===== src/rtl/zmem_arbiter.sv =====
// Arbitrates one external memory bus between video fetch, the Z80 memory strobe and DMA.
// Fixed priority video > CPU > DMA, with a starvation override that eventually forces DMA through.
module zmem_arbiter #(
    parameter int AW      = 20,
    parameter int DW      = 16,
    parameter int ACC_CYC = 4,
    parameter int STARVE  = 15
) (
    input  logic          clk,
    input  logic          rst_n,
    input  logic          cpu_req,
    input  logic          cpu_rnw,
    input  logic [AW-1:0] cpu_addr,
    input  logic [DW-1:0] cpu_wdata,
    output logic [DW-1:0] cpu_rdata,
    output logic          cpu_done,
    output logic          cpu_wait,
    input  logic          vid_req,
    input  logic [AW-1:0] vid_addr,
    output logic          vid_ack,
    output logic [DW-1:0] vid_rdata,
    input  logic          dma_req,
    input  logic          dma_rnw,
    input  logic [AW-1:0] dma_addr,
    input  logic [DW-1:0] dma_wdata,
    output logic          dma_ack,
    output logic [DW-1:0] dma_rdata,
    output logic [AW-1:0] mem_addr,
    output logic [DW-1:0] mem_wdata,
    output logic          mem_oe,
    output logic          mem_we,
    input  logic [DW-1:0] mem_rdata
);

    localparam logic [3:0] LAST_CNT   = 4'(ACC_CYC - 1);
    localparam logic [3:0] WE_OFF_CNT = 4'(ACC_CYC - 2);
    localparam logic [3:0] STARVE_MAX = 4'(STARVE);

    typedef enum logic {
        IDLE,
        ACCESS
    } state_t;

    typedef enum logic [1:0] {
        OWN_NONE,
        OWN_VID,
        OWN_CPU,
        OWN_DMA
    } owner_t;

    state_t        state, state_next;
    owner_t        owner, owner_next;
    owner_t        grant;
    logic [3:0]    cnt, cnt_next;
    logic [3:0]    starve_cnt, starve_next;
    logic          acc_rnw, acc_rnw_next;

    logic          cpu_pend, cpu_pend_next;
    logic          cpu_rnw_l, cpu_rnw_l_next;
    logic [AW-1:0] cpu_addr_l, cpu_addr_l_next;
    logic [DW-1:0] cpu_wdata_l, cpu_wdata_l_next;

    logic [AW-1:0] mem_addr_next;
    logic [DW-1:0] mem_wdata_next;
    logic          mem_oe_next, mem_we_next;
    logic [DW-1:0] cpu_rdata_next, vid_rdata_next, dma_rdata_next;
    logic          cpu_done_next, vid_ack_next, dma_ack_next;

    logic          last_edge, cpu_done_edge, cpu_any;
    logic          cpu_sel_rnw;
    logic [AW-1:0] cpu_sel_addr;
    logic [DW-1:0] cpu_sel_wdata;

    assign last_edge     = (state == ACCESS) && (cnt == LAST_CNT);
    assign cpu_done_edge = last_edge && (owner == OWN_CPU);

    // A strobe in the same cycle as the grant decision is served straight from the inputs.
    assign cpu_any       = cpu_pend | cpu_req;
    assign cpu_sel_rnw   = cpu_pend ? cpu_rnw_l   : cpu_rnw;
    assign cpu_sel_addr  = cpu_pend ? cpu_addr_l  : cpu_addr;
    assign cpu_sel_wdata = cpu_pend ? cpu_wdata_l : cpu_wdata;

    assign cpu_wait = cpu_req | cpu_pend;

    always_comb begin
        state_next       = state;
        owner_next       = owner;
        grant            = OWN_NONE;
        cnt_next         = cnt;
        starve_next      = starve_cnt;
        acc_rnw_next     = acc_rnw;
        cpu_pend_next    = cpu_pend;
        cpu_rnw_l_next   = cpu_rnw_l;
        cpu_addr_l_next  = cpu_addr_l;
        cpu_wdata_l_next = cpu_wdata_l;
        mem_addr_next    = mem_addr;
        mem_wdata_next   = mem_wdata;
        mem_oe_next      = mem_oe;
        mem_we_next      = mem_we;
        cpu_rdata_next   = cpu_rdata;
        vid_rdata_next   = vid_rdata;
        dma_rdata_next   = dma_rdata;
        cpu_done_next    = 1'b0;
        vid_ack_next     = 1'b0;
        dma_ack_next     = 1'b0;

        // The completion edge frees the pending slot, so a coinciding strobe re-arms it.
        if (cpu_req && (!cpu_pend || cpu_done_edge)) begin
            cpu_pend_next    = 1'b1;
            cpu_rnw_l_next   = cpu_rnw;
            cpu_addr_l_next  = cpu_addr;
            cpu_wdata_l_next = cpu_wdata;
        end else if (cpu_done_edge) begin
            cpu_pend_next = 1'b0;
        end

        case (state)
            IDLE: begin
                if (dma_req && (starve_cnt == STARVE_MAX)) begin
                    grant = OWN_DMA;
                end else if (vid_req) begin
                    grant = OWN_VID;
                end else if (cpu_any) begin
                    grant = OWN_CPU;
                end else if (dma_req) begin
                    grant = OWN_DMA;
                end

                case (grant)
                    OWN_VID: begin
                        mem_addr_next  = vid_addr;
                        mem_wdata_next = '0;
                        acc_rnw_next   = 1'b1;
                    end
                    OWN_CPU: begin
                        mem_addr_next  = cpu_sel_addr;
                        mem_wdata_next = cpu_sel_wdata;
                        acc_rnw_next   = cpu_sel_rnw;
                    end
                    OWN_DMA: begin
                        mem_addr_next  = dma_addr;
                        mem_wdata_next = dma_wdata;
                        acc_rnw_next   = dma_rnw;
                    end
                    default: begin
                        mem_addr_next  = '0;
                        mem_wdata_next = '0;
                        acc_rnw_next   = 1'b0;
                    end
                endcase

                if (grant != OWN_NONE) begin
                    state_next  = ACCESS;
                    owner_next  = grant;
                    cnt_next    = '0;
                    mem_oe_next = acc_rnw_next;
                    mem_we_next = ~acc_rnw_next;
                end else begin
                    mem_oe_next = 1'b0;
                    mem_we_next = 1'b0;
                end

                // Count only grants DMA actually lost; DMA going away forgives the debt.
                if (grant == OWN_DMA || !dma_req) begin
                    starve_next = '0;
                end else if (grant != OWN_NONE && starve_cnt != STARVE_MAX) begin
                    starve_next = starve_cnt + 4'd1;
                end
            end

            ACCESS: begin
                cnt_next = cnt + 4'd1;
                if (cnt == WE_OFF_CNT) begin
                    mem_we_next = 1'b0;
                end
                if (last_edge) begin
                    state_next  = IDLE;
                    owner_next  = OWN_NONE;
                    mem_oe_next = 1'b0;
                    mem_we_next = 1'b0;
                    case (owner)
                        OWN_VID: begin
                            vid_ack_next   = 1'b1;
                            vid_rdata_next = mem_rdata;
                        end
                        OWN_CPU: begin
                            cpu_done_next = 1'b1;
                            if (acc_rnw) begin
                                cpu_rdata_next = mem_rdata;
                            end
                        end
                        OWN_DMA: begin
                            dma_ack_next = 1'b1;
                            if (acc_rnw) begin
                                dma_rdata_next = mem_rdata;
                            end
                        end
                        default: begin
                        end
                    endcase
                end
            end

            default: begin
                state_next = IDLE;
            end
        endcase
    end

    // Reset mid-access simply abandons it: strobes drop and no completion is reported.
    always_ff @(posedge clk) begin
        if (!rst_n) begin
            state       <= IDLE;
            owner       <= OWN_NONE;
            cnt         <= '0;
            starve_cnt  <= '0;
            acc_rnw     <= 1'b0;
            cpu_pend    <= 1'b0;
            cpu_rnw_l   <= 1'b0;
            cpu_addr_l  <= '0;
            cpu_wdata_l <= '0;
            mem_addr    <= '0;
            mem_wdata   <= '0;
            mem_oe      <= 1'b0;
            mem_we      <= 1'b0;
            cpu_rdata   <= '0;
            vid_rdata   <= '0;
            dma_rdata   <= '0;
            cpu_done    <= 1'b0;
            vid_ack     <= 1'b0;
            dma_ack     <= 1'b0;
        end else begin
            state       <= state_next;
            owner       <= owner_next;
            cnt         <= cnt_next;
            starve_cnt  <= starve_next;
            acc_rnw     <= acc_rnw_next;
            cpu_pend    <= cpu_pend_next;
            cpu_rnw_l   <= cpu_rnw_l_next;
            cpu_addr_l  <= cpu_addr_l_next;
            cpu_wdata_l <= cpu_wdata_l_next;
            mem_addr    <= mem_addr_next;
            mem_wdata   <= mem_wdata_next;
            mem_oe      <= mem_oe_next;
            mem_we      <= mem_we_next;
            cpu_rdata   <= cpu_rdata_next;
            vid_rdata   <= vid_rdata_next;
            dma_rdata   <= dma_rdata_next;
            cpu_done    <= cpu_done_next;
            vid_ack     <= vid_ack_next;
            dma_ack     <= dma_ack_next;
        end
    end

endmodule


===== config.mk =====
export PLATFORM = sky130hd
export DESIGN_NAME = zmem_arbiter
export DESIGN_NICKNAME = d
export VERILOG_FILES = /design/src/rtl/zmem_arbiter.sv
export SDC_FILE = /design/constraint.sdc
export NUM_CORES = 1
export LEC_CHECK = 0
export CORE_ASPECT_RATIO = 1.1
export CORE_MARGIN = 2
export CORE_UTILIZATION = 45
export CTS_BUF_LIST = sky130_fd_sc_hd__clkbuf_8 sky130_fd_sc_hd__clkbuf_16
export DETAILED_ROUTE_END_ITERATION = 10
export GPL_ROUTABILITY_DRIVEN = 0
export GPL_TIMING_DRIVEN = 0
export PLACE_DENSITY = 0.79
export SLEW_MARGIN = 20
export SYNTH_ARGS = -nofsm -noshare
export SYNTH_HDL_FRONTEND = slang
export SYNTH_SLANG_ARGS = --single-unit

===== constraint.sdc =====
create_clock -name clk -period 3.1 [get_ports clk]
set_input_delay 0.62 -clock clk [delete_from_list [all_inputs] [get_ports clk]]
set_output_delay 0.62 -clock clk [all_outputs]
set_load 0.02 [all_outputs]

==> impl_metrics.json <==
{
  "maxSlewHeadroom": 0.5630,
  "finalCritPeriodShare": 0.8951,
  "num_vias": 6356,
  "ys.flop_type": "dfxtp_1",
  "first_global_vias": 6074,
  "grt_overflow_total": 0,
  "syn_area_mm2": 0.006314,
  "cts_tree": "built",
  "place_hpwl_um": 14680,
  "area_delta_synth_final_pct": 45.20,
  "syn_nets": 855,
  "max_freq_ghz": 0.3604,
  "critPathArrivalTime_ps": 2150,
  "vias_per_cell": 5.479,
  "die-area_mm2": 0.01499,
  "synth_top_area_share": 0.4407,
  "crit_type": "input pin to primary output",
  "htreeDepth": 4,
  "drive_gt1_frac": 0.07716,
  "core_mm2": 0.01374,
  "die_h_um": 128.2,
  "clockBufferDepth": 2,
  "critical_path_peak_fanout": 10,
  "grtUsageTotal": 0.2684,
  "post_cts_resized": 0,
  "fin_area_mm2": 0.009168,
  "fin_crit_ps": 2775,
  "die_x_um": 116.9,
  "finClkSkew_ps": 7.242,
  "routed_wl_um": 20140,
  "cts_root_buf": "clkbuf_16",
  "ys_async_sr_fraction": 0,
  "synth_most_common_cell": "dfxtp_1",
  "clkTransAtPathRegs_ps": 60,
  "start_util": 0.4596,
  "holdCritPathClass": "flop to flop",
  "grt_pass1_wl_um": 31240,
  "start_kind": "input pin",
  "ys_types": 56,
  "fin_nets": 1078,
  "syn_area_per_cell_um2": 8.567,
  "fillers": 1204,
  "timing.final.hold_violations": 0,
  "firstDrtPassIters": 6,
  "critPathRequiredTime_ps": 2480,
  "clock-sinks": 139,
  "synth_warnings": 0,
  "final_core_util": 0.6673,
  "yosysSeqAreaShare": 0.4407,
  "synth_common_cells": "139 x dfxtp_1, 132 x nand2_1, 89 x o21ai_0",
  "status": "completed",
  "yosys-top-cells-area": "dfxtp_1 44%, mux2i_1 7.9%, nand2_1 7.8%, o21ai_0 7.1%, nand3_1 4.4%",
  "synth_seq_cells": 139,
  "drt-initial-drc-count": 515,
  "cts_made_buffers": 17,
  "power_density_mw_per_mm2": 486.4,
  "pin_count": 205,
  "cap_violations": 0,
  "leakagePower_uw": 0.003581,
  "detail_route.wl_per_cell_um": 17.36,
  "netlist_instances": 737,
  "setup_tns_ps": 0,
  "antenna_found_initial": 0,
  "num_antenna_cells": 0,
  "synth_top_cell_by_area": "dfxtp_1",
  "setup_viol": 0,
  "postPlaceCellArea_mm2": 0.008591,
  "drv_slew": 0,
  "row_count": 45,
  "worst_setup_path_end_kind": "primary output",
  "cts_hold_buf": 0,
  "ant_nets": 0,
  "port_buffers": 204,
  "synth_edf_count": 0,
  "tightest_slew_ps": 655.5,
  "grt_max_degree": 17,
  "clk_latency_ps": 420,
  "post-cts-setup-buffer-count": 0,
  "drc": 0,
  "rsz0062_at_grt": "false",
  "ir_worst_vdd_v": 0.0003586
}
## layout by cell type (no fill, tap or decap), types with 2 or more instances in the layout
cell / n
buf_1: 9
o31ai_1: 17
a21oi_1: 25
dfxtp_1: 139
clkbuf_2: 2
nor2_1: 7
mux2i_1: 50
a21boi_0: 3
a22o_1: 16
ha_1: 3
nor2b_1: 23
nand3_4: 2
nand3b_1: 3
nand3_1: 55
a22oi_1: 34
a32oi_1: 4
clkbuf_16: 17
o21a_1: 3
clkdlybuf4s50_1: 204
and2_1: 3
buf_2: 18
nand2b_1: 4
nand2_1: 132
buf_6: 6
o21ai_1: 26
xnor2_1: 2
clkinvlp_4: 3
inv_1: 6
o21ai_0: 89
clkbuf_1: 26
clkbuf_8: 6
buf_4: 5
## critical path: stages
cell and delay [ps]:
clkdlybuf4s50_1 500, buf_2 260, or2_2 170, clkdlybuf4s50_1 600
## state kept, by name (all words and copies together), names as in the netlist
name	flops
vid_ack	1
cnt	4
cpu_rnw_l	1
starve_cnt	4
mem_wdata	16
mem_we	1
cpu_pend	1
cpu_wdata_l	16
dma_rdata	16
cpu_done	1
cpu_addr_l	20
state	1
mem_oe	1
owner	2
mem_addr	20
vid_rdata	16
acc_rnw	1
dma_ack	1
cpu_rdata	16
## layout make-up
| type | count | area [um2] | share of cell area |
|---|---|---|---|
| Buffer | 66 | 336.6 | 0.03671 |
| Clock buffer | 23 | 508.0 | 0.05541 |
| Clock inverter | 8 | 68.82 | 0.007506 |
| Inverter | 3 | 11.26 | 0.001228 |
| Multi-Input combinational cell | 529 | 3183 | 0.3472 |
| Sequential cell | 139 | 2783 | 0.3035 |
| Tap cell | 188 | 235.2 | 0.02566 |
| Timing Repair Buffer | 204 | 2042 | 0.2227 |
## metrics by stage
| stage | setup slack (ps) | hold slack, ps | total power [uW] | instances |
|---|---|---|---|---|
| 6_report | 325.3 | 446.4 | 4459 | 1160 |
| 5_1_grt | 292.7 | 462.8 | 4602 | 1160 |
| 4_1_cts | 309.7 | 449.2 | 4460 | 1160 |
| 3_5_place_dp | 311.2 | 441.6 | 2525 | 1129 |
| 3_3_place_gp | 331.8 | 435.4 | 2517 | 1129 |
| 2_1_floorplan | 1322 | 435.6 | 2217 | 737 |
## worst paths after layout
kind	startpoint	depth (start not counted)	end	slack, ps
min	mem_addr[2]	2	mem_addr[2]	450
min reg2reg	mem_addr[2]	2	mem_addr[2]	450
max reg2reg	starve_cnt[0]	6	mem_addr[17]	1220
max	cpu_req	4	cpu_wait	330
## power breakdown
group          internal (uW)  total [uW]  switching (uW)
Clock                   1220        1960             747
Sequential              1850        1890            37.5
Combinational            293         607             314
## kinds of logic (layout without fill, tap and decap cells)
kind of cell               Yosys count  in the layout  share of synthesized area
muxes                               50             50                    0.07927
adders and majority gates            3              3                   0.005946
DFF                                139            139                     0.4407
xor gates and xnor gates             3              3                   0.004162
buffers and inverters               69            304                    0.05509
and+or+nand+nor                    247            247                     0.1958
AOI/OAI and AO/OA                  226            226                     0.2190
## routing by layer
metal / up-vias / GRT usage / wire length (um)
met5: - / 0 / 0
met4: 0 / 0.09412 / 434
met3: 35 / 0.09220 / 1743
met2: 249 / 0.4475 / 9705
met1: 3004 / 0.3199 / 8254
li1: 3068 / - / -
(Power assumes the default switching activity.)
